File: src/rtl/store_pkg.sv
// Shared definitions for the store narrowing path: access-size encodings and
// the layout of one already-narrowed FIFO entry.
package store_pkg;

  localparam logic [1:0] SZ_BYTE = 2'b00;
  localparam logic [1:0] SZ_HALF = 2'b01;
  localparam logic [1:0] SZ_WORD = 2'b10;

  // Word address only; the low two address bits are implied by the byte enables.
  typedef struct packed {
    logic [29:0] addr;
    logic [31:0] data;
    logic [3:0]  be;
  } entry_t;

  // Rebuild a byte address from a stored word address.
  function automatic logic [31:0] word_to_byte_addr(input logic [29:0] waddr);
    return {waddr, 2'b00};
  endfunction

endpackage

File: src/rtl/store_lane_align.sv
// Combinational lane steering for a store: replicates the narrow operand across
// the byte lanes, builds the little-endian byte-enable mask and flags accesses
// that are misaligned or use the illegal size encoding.
module store_lane_align
  import store_pkg::*;
(
  input  logic [1:0]  addr_lo,
  input  logic [1:0]  size,
  input  logic [31:0] data_in,
  output logic [31:0] data,
  output logic [3:0]  be,
  output logic        bad
);

  // Per-size lane rules; illegal encodings produce an empty mask and bad=1.
  always_comb begin
    data = '0;
    be   = '0;
    bad  = 1'b0;
    case (size)
      SZ_BYTE: begin
        data = {4{data_in[7:0]}};
        be   = 4'b0001 << addr_lo;
      end
      SZ_HALF: begin
        data = {2{data_in[15:0]}};
        be   = addr_lo[1] ? 4'b1100 : 4'b0011;
        bad  = addr_lo[0];
      end
      SZ_WORD: begin
        data = data_in;
        be   = 4'b1111;
        bad  = (addr_lo != 2'b00);
      end
      default: begin
        bad  = 1'b1;
      end
    endcase
  end

endmodule

File: src/rtl/store_narrow_buffer.sv
// Store narrowing buffer between MEM and the data-memory write port.
// Requests are narrowed on entry and queued in a DEPTH-entry circular FIFO.
// Misaligned requests are consumed but dropped, with a registered one-cycle
// misaligned pulse. flush and rst both empty the queue; rst also clears the pulse.
module store_narrow_buffer
  import store_pkg::*;
#(
  parameter int DEPTH = 2
) (
  input  logic                     clk,
  input  logic                     rst,
  input  logic                     flush,
  input  logic                     in_valid,
  output logic                     in_ready,
  input  logic [31:0]              in_addr,
  input  logic [31:0]              in_data,
  input  logic [1:0]               in_size,
  output logic                     out_valid,
  input  logic                     out_ready,
  output logic [31:0]              out_addr,
  output logic [31:0]              out_data,
  output logic [3:0]               out_be,
  output logic                     misaligned,
  output logic [$clog2(DEPTH):0]   count
);

  localparam int PTR_W = $clog2(DEPTH);
  localparam int CNT_W = PTR_W + 1;
  localparam logic [CNT_W-1:0] DEPTH_C = CNT_W'(DEPTH);

  logic [PTR_W-1:0] wr_ptr_q, wr_ptr_d;
  logic [PTR_W-1:0] rd_ptr_q, rd_ptr_d;
  logic [CNT_W-1:0] count_q, count_d;
  logic             misaligned_q, misaligned_d;
  entry_t           mem_q [DEPTH];

  logic [31:0] lane_data;
  logic [3:0]  lane_be;
  logic        lane_bad;
  logic        accept;
  logic        push;
  logic        pop;
  entry_t      new_entry;
  entry_t      head;

  store_lane_align u_align (
    .addr_lo (in_addr[1:0]),
    .size    (in_size),
    .data_in (in_data),
    .data    (lane_data),
    .be      (lane_be),
    .bad     (lane_bad)
  );

  // Handshake decode: a rejected request still completes its handshake.
  always_comb begin
    in_ready       = (count_q < DEPTH_C);
    out_valid      = (count_q != '0);
    accept         = in_valid & in_ready;
    push           = accept & ~lane_bad;
    pop            = out_valid & out_ready;
    new_entry.addr = in_addr[31:2];
    new_entry.data = lane_data;
    new_entry.be   = lane_be;
  end

  // Next-state for pointers, occupancy and the misaligned pulse; flush wins.
  always_comb begin
    wr_ptr_d     = wr_ptr_q;
    rd_ptr_d     = rd_ptr_q;
    count_d      = count_q;
    misaligned_d = accept & lane_bad;
    if (flush) begin
      wr_ptr_d = '0;
      rd_ptr_d = '0;
      count_d  = '0;
    end else begin
      if (push) wr_ptr_d = wr_ptr_q + PTR_W'(1);
      if (pop)  rd_ptr_d = rd_ptr_q + PTR_W'(1);
      case ({push, pop})
        2'b10:   count_d = count_q + CNT_W'(1);
        2'b01:   count_d = count_q - CNT_W'(1);
        default: count_d = count_q;
      endcase
    end
  end

  // Control state register.
  always_ff @(posedge clk) begin
    if (rst) begin
      wr_ptr_q     <= '0;
      rd_ptr_q     <= '0;
      count_q      <= '0;
      misaligned_q <= 1'b0;
    end else begin
      wr_ptr_q     <= wr_ptr_d;
      rd_ptr_q     <= rd_ptr_d;
      count_q      <= count_d;
      misaligned_q <= misaligned_d;
    end
  end

  // Entry storage; contents are only meaningful below count, so no reset.
  always_ff @(posedge clk) begin
    if (push && !flush && !rst) begin
      mem_q[wr_ptr_q] <= new_entry;
    end
  end

  // Head presentation, zeroed while the queue is empty.
  always_comb begin
    head       = mem_q[rd_ptr_q];
    out_addr   = out_valid ? word_to_byte_addr(head.addr) : '0;
    out_data   = out_valid ? head.data : '0;
    out_be     = out_valid ? head.be : '0;
    misaligned = misaligned_q;
    count      = count_q;
  end

endmodule
File: config.mk
export PLATFORM = sky130hd
export DESIGN_NAME = store_narrow_buffer
export DESIGN_NICKNAME = d
export VERILOG_FILES = /design/src/rtl/store_pkg.sv /design/src/rtl/store_lane_align.sv /design/src/rtl/store_narrow_buffer.sv
export SDC_FILE = /design/constraint.sdc
export NUM_CORES = 1
export LEC_CHECK = 0
export ABC_CLOCK_PERIOD_IN_PS = 5900
export BUFFER_PORTS_ARGS = -buffer_cell sky130_fd_sc_hd__buf_2
export CAP_MARGIN = 20
export CORE_MARGIN = 8
export CORE_UTILIZATION = 53
export DETAILED_ROUTE_END_ITERATION = 6
export GPL_ROUTABILITY_DRIVEN = 0
export PLACE_DENSITY = 0.77
export SYNTH_ARGS = -nofsm -noshare
export SYNTH_HDL_FRONTEND = slang
export SYNTH_SLANG_ARGS = --single-unit
File: constraint.sdc
create_clock -name clk -period 5.9 [get_ports clk]
set_input_delay 0 -clock clk [delete_from_list [all_inputs] [get_ports clk]]
set_output_delay 0 -clock clk [all_outputs]
set_load 0.02 [all_outputs]
# Word-level counts from Yosys, hierarchy flattened
# Memories as Yosys holds them, arrays and structs flattened. A register that Yosys moved wholly into a read port is not among the register bits.
# Index checks and enable logic that the tools add are counted.
[word_totals]
latch_bits = 0
mem_bits_ro = 0
ramBits = 132
in_bits = 71
ff_bits = 5
elab_cells = 41
out_inout_bits = 73
n_memories = 1
[op_classes]
bitwise_logic = 5
n_reduce_logical = 9
shift = 1
div_mod_pow = 0
n_eq_ne = 4
addsub = 4
n_mul = 0
n_mux = 12
n_lt_le_gt_ge = 1
[memory_table]
columns = ["name", "depth", "width", "rd", "rd_clocked_by_memory_dff", "wr", "line_no", "rtl"]
rows = [
  ["mem_q", 2, 66, 1, 1, 1, "store_narrow_buffer.sv:35", "entry_t mem_q [DEPTH];"],
]
[ops]
columns = ["op", "count"]
rows = [
  ["one-hot mux 32 bit (3 select lines)", 1],
  ["2-to-1 mux 32 bit", 2],
  ["one-hot mux 4 bit (3 select lines)", 1],
  ["2-to-1 mux 4 bit", 2],
  ["nonzero test 2 bit", 3],
  ["bitwise AND 1 bit", 4],
  ["equality test 2 x 1 -> 1 bit, second input constant", 2],
  ["equality test 2 bit, second input constant", 2],
  ["2-to-1 mux 1 bit", 4],
  ["one-hot mux 2 bit (2 select lines)", 1],
  ["left shift 1 x 2 -> 4 bit, first input constant", 1],
  ["one-hot mux 1 bit (3 select lines)", 1],
  ["adder 1 bit, second input constant", 2],
  ["adder 2 x 1 -> 2 bit, second input constant", 1],
  ["logical AND 1 bit", 2],
  ["logical NOT 1 bit", 2],
  ["logical NOT 2 bit", 1],
  ["less-than comparator 2 bit, second input constant", 1],
  ["OR reduction 2 bit", 1],
  ["subtractor 2 x 1 -> 2 bit, second input constant", 1],
  ["inverter 1 bit", 1],
]

# Logic depth before layout (Yosys ltp)
[depth]
depth_word = 8
depth_mapped = 7
ltp_nobuf = 6

# By module
# A second synthesis with hierarchy kept.
[hier_totals]
cells_unflattened = 401
area_unflattened_um2 = 5771.8
[by_module_without_submodules]
columns = ["mod", "instances", "area_per_inst_um2", "seq_area_each_um2", "cells_per_inst"]
rows = [
  ["store_narrow_buffer", 1, 5265.0, 4083.9, 313],
  ["store_lane_align", 1, 506.7, 0.0, 88],
]

# Worst setup path before layout
# Ideal clock, no wire load.
[synth_timing]
kind = "reg2reg"
from = "register count_q[1], in the netlist count[1]"
to = "memory mem_q[1][0] in the netlist's numbering, enable pin"
setup_slack_ns = 1.052
setup_time_ns = 0.529
path_stages_with_launch = 4
required_time_ns = 5.371
path_buffers = 0
arrival_time_ns = 4.319
period_less_slack_ns = 4.848
cell_sequence = "dfxtp_1 nor2b_1 o21ai_2 nor4b_2"
[synth_via]
elab_chain_cells = 7
[synth_rtl]
columns = ["item", "line_no", "rtl"]
rows = [
  ["from (decl)", "store_narrow_buffer.sv:33", "logic [CNT_W-1:0] count_q, count_d;"],
  ["from (signal assigned)", "store_narrow_buffer.sv:98", "count_q <= count_d;"],
  ["less-than comparator 2 bit", "store_narrow_buffer.sv:57", "in_ready = (count_q < DEPTH_C);"],
  ["bitwise AND 1 bit", "store_narrow_buffer.sv:59", "accept = in_valid & in_ready;"],
  ["bitwise AND 1 bit", "store_narrow_buffer.sv:60", "push = accept & ~lane_bad;"],
  ["logical AND 1 bit (2 in a row)", "store_narrow_buffer.sv:105", "if (push && !flush && !rst) begin"],
  ["2-to-1 mux 1 bit", "store_narrow_buffer.sv:105", ""],
  ["2-to-1 mux 1 bit (implied by the code)", "store_narrow_buffer.sv:106", "mem_q[wr_ptr_q] <= new_entry;"],
  ["to (decl)", "store_narrow_buffer.sv:35", ""],
]
# No other way between the ends.

# Worst setup path in the final report
[layout_timing]
from = "register count_q[1], in the netlist count[1]"
to = "memory mem_q[0][29] in the netlist's numbering, enable pin"
# The elaborated chain is that of the path after synthesis.

==> flow_summary_export.csv <==
group,metric,value,unit
outcome,status,"finished clean",
place,dp_hpwl,8288,µm
timing,finalMaxSlewViolations,0,
grt,antenna_found_initial,1,
timing,fmax,0.4191,GHz
worst_setup_path,critPathTopFamily,"simple AND/OR/NAND/NOR gates",
worst_setup_path,crit_path_start_kind,"flip-flop",
timing,tightest_slew,0.7836,ns
job,cap_violations,0,
cts,clk_pin_slew,0.06,ns
worst_setup_path,path_max_fanout,40,
routing,route.detailed.drc,0,
grt,overflow,0,
power,p_leak,3.140,nW
worst_setup_path,crit_slowest_cell,"nor2_4",
logic_synthesis,yosys_warnings,0,
timing,relSlewSlack,47.64,%
floorplan,start_util,53.90,%
cts,tritoncts,"yes",
routing,num_vias,4053,
cells_and_area,multi_input_area,1515,µm²
floorplan,ios,144,
place,post-place-ws,3.432,ns
cts,clock-sinks,138,
routing,wl_per_cell,18.18,µm
timing,rsz0062_at_grt,"false",
worst_hold_path,hold_class,"in2reg",
floorplan,core_area,10750,µm²
grt,grt_max_degree,67,
cts,cts_resized,0,
routing,drtAntennaViolNets,0,
routing,vias_per_cell,5.250,
floorplan,die_w,120.5,µm
timing,setup_violations,0,
cts,worstSkewPairLatency,0.51,ns
routing,wl,14030,µm
timing,fin_crit_sh,40.44,%
routing,drt_pass1_iterations,5,
cells_and_area,regArea,4088,µm²
grt,track_usage,19.56,%
worst_setup_path,worstSetupPathType,"reg2reg",
routing,drt_iter0_markers,432,
cells_and_area,drive_above_1_share,29.11,%
grt,grt_pass1_wl,22070,µm
worst_setup_path,required,6.05,ns
worst_setup_path,critPathCaptureType,"flip-flop",
cells_and_area,area_delta_synth_final,36.88,%
logic_synthesis,synth.distinct_cells,28,
grt,grt_pass1_vias,4252,
worst_setup_path,crit_arrival,2.53,ns
logic_synthesis,synthArstFlopShare,0,%
cells_and_area,fillerInstances,706,
logic_synthesis,syn_area,5792,µm²
worst_setup_path,crit_buf_inv,1,
logic_synthesis,seq_area_frac_synth,70.51,%
timing,fin_ws,3.514,ns
logic_synthesis,ys_ff_latch,138,
power,power.density,288.9,nW/µm²
cts,htreeDepth,4,
logic_synthesis,synth_ff_type,"edfxtp_1",
place,numPortBuffers,141,
timing,min_period,2.386,ns
cts,numCtsBuffers,17,
floorplan,die_h,120.5,µm
floorplan,rows,38,
power,worst_ir_drop_vdd,0.1940,mV
worst_setup_path,cp_slowest_stage_delay,0.63,ns
cts,cts-root-buf,"clkbuf_8",
cells_and_area,layout.nets,692,
timing,hold_violations,0,
timing,clock_skew,0.006567,ns
timing,tns,0,ns
worst_setup_path,crit_chain,"nor2b_1, o21ai_2, nor2_4, buf_4",
cts,clk_path_buf_depth,2,
floorplan,die_area,14530,µm²
logic_synthesis,synth_edf_count,132,
cells_and_area,n_antenna_cell,0,
logic_synthesis,syn_inst,402,
logic_synthesis,avgSynthCellArea,14.41,µm²
## metal layers
| layer | wire length [µm] | up-vias | track usage (%) |
|---|---|---|---|
| met2 | 7163 | 196 | 33.73 |
| met3 | 1288 | 18 | 6.527 |
| met5 | 13 | - | 0 |
| met1 | 5414 | 1947 | 22.60 |
| met4 | 153 | 2 | 6.167 |
| li1 | - | 1890 | - |
## through the flow
stage	utilization, %	instances	total power, W	instance area, µm²	hold slack, ns
global route	73.78	772	0.002363	7928	0.1015
floorplan	-	403	0.001209	5796	0.07674
detailed placement	61.11	662	0.001271	6566	0.1942
global placement	61.11	662	0.001267	6566	0.1903
CTS	73.59	771	0.002299	7908	0.01222
finish	73.78	772	0.002290	7928	0.04518
## kinds of logic (layout without fill, tap and decap cells)
family | count (synthesis) | after routing | synth area share (%)
multiplexers | 76 | 76 | 13.13
XOR/XNOR | 3 | 3 | 0.4537
other | 1 | 2 | 0.06475
buffers and inverters | 39 | 268 | 3.802
AND/OR/NAND/NOR | 99 | 99 | 7.172
adder cells (fa/ha/maj) | 1 | 1 | 0.2160
AO/OA/AOI/OAI | 45 | 45 | 4.645
flip-flops | 138 | 138 | 70.51
## cells in the mapped netlist, types with 2 or more instances
cell	count	area, µm²
edfxtp_1	132	3964
nand2b_1	2	12.51
xor2_1	2	17.52
nor3_1	3	15.01
mux2i_1	76	760.7
o21ai_0	15	75.07
nor2b_1	3	18.77
clkbuf_1	5	18.77
or3_1	2	12.51
dfxtp_1	6	120.1
nor2_1	76	285.3
a21oi_1	13	65.06
a21o_1	14	105.1
buf_4	6	45.04
buf_6	5	56.30
inv_1	12	45.04
nand2_1	10	37.54
buf_2	10	50.05
## final cells by class
cell class                      count  share of cell area (%)
Inverter                           12                  0.5682
Timing Repair Buffer              225                   19.48
Multi-Input combinational cell    226                   19.11
Clock inverter                     14                   1.847
Tap cell                          140                   2.210
Clock buffer                       17                   5.224
Sequential cell                   138                   51.56
## what timing repair did
| action | CTS | global route |
|---|---|---|
| buffers inserted | 0 | 0 |
| setup endpoints to repair | 0 | 0 |
| hold endpoints to repair | 136 | 0 |
| hold buffers | 78 | 0 |
## sequential cells by signal (all words and copies together), names as in the netlist, named ones only
register	count
count	2
wr_ptr_q	1
mem_q	132
misaligned	1
rd_ptr_q	1
## worst min-delay path: stages
cell     delay [ns]
buf_2          0.12
o21ai_0        0.10
mux2i_1        0.18
## cells in the final DEF (no fill, tap or decap), types with 2 or more instances in the layout
cell | netlist | final
o21ai_0 | 15 | 15
xor2_1 | 2 | 2
bufinv_16 | 0 | 2
nand2_1 | 10 | 10
inv_6 | 0 | 4
nor2_4 | 0 | 2
nor3_1 | 3 | 3
inv_1 | 12 | 12
clkinvlp_4 | 0 | 3
dfxtp_1 | 6 | 5
nor2b_1 | 3 | 3
mux2i_1 | 76 | 76
dlygate4sd3_1 | 0 | 78
a21oi_1 | 13 | 13
nand2b_1 | 2 | 2
conb_1 | 1 | 2
buf_4 | 6 | 5
a21o_1 | 14 | 14
clkbuf_16 | 0 | 16
buf_2 | 10 | 141
or3_1 | 2 | 2
clkinv_2 | 0 | 4
nor2_1 | 76 | 74
edfxtp_1 | 132 | 132
## worst paths after layout
kind	startpoint	to	slack [ns]	cells after the start
min	in_addr[0]	mem_q[1][1]	0.05	3
max	count[1]	mem_q[0][29]	3.51	4
min reg2reg	wr_ptr_q	wr_ptr_q	0.54	2
max reg2reg	count[1]	mem_q[0][29]	3.51	4
## power breakdown
group	internal (W)	total, W	switching, W
Combinational	0.0000915	0.000202	0.000110
Sequential	0.00109	0.00110	0.00000545
Clock	0.000600	0.000993	0.000392
Total	0.00178	0.00229	0.000508
Power figures use the tool's default switching activity.
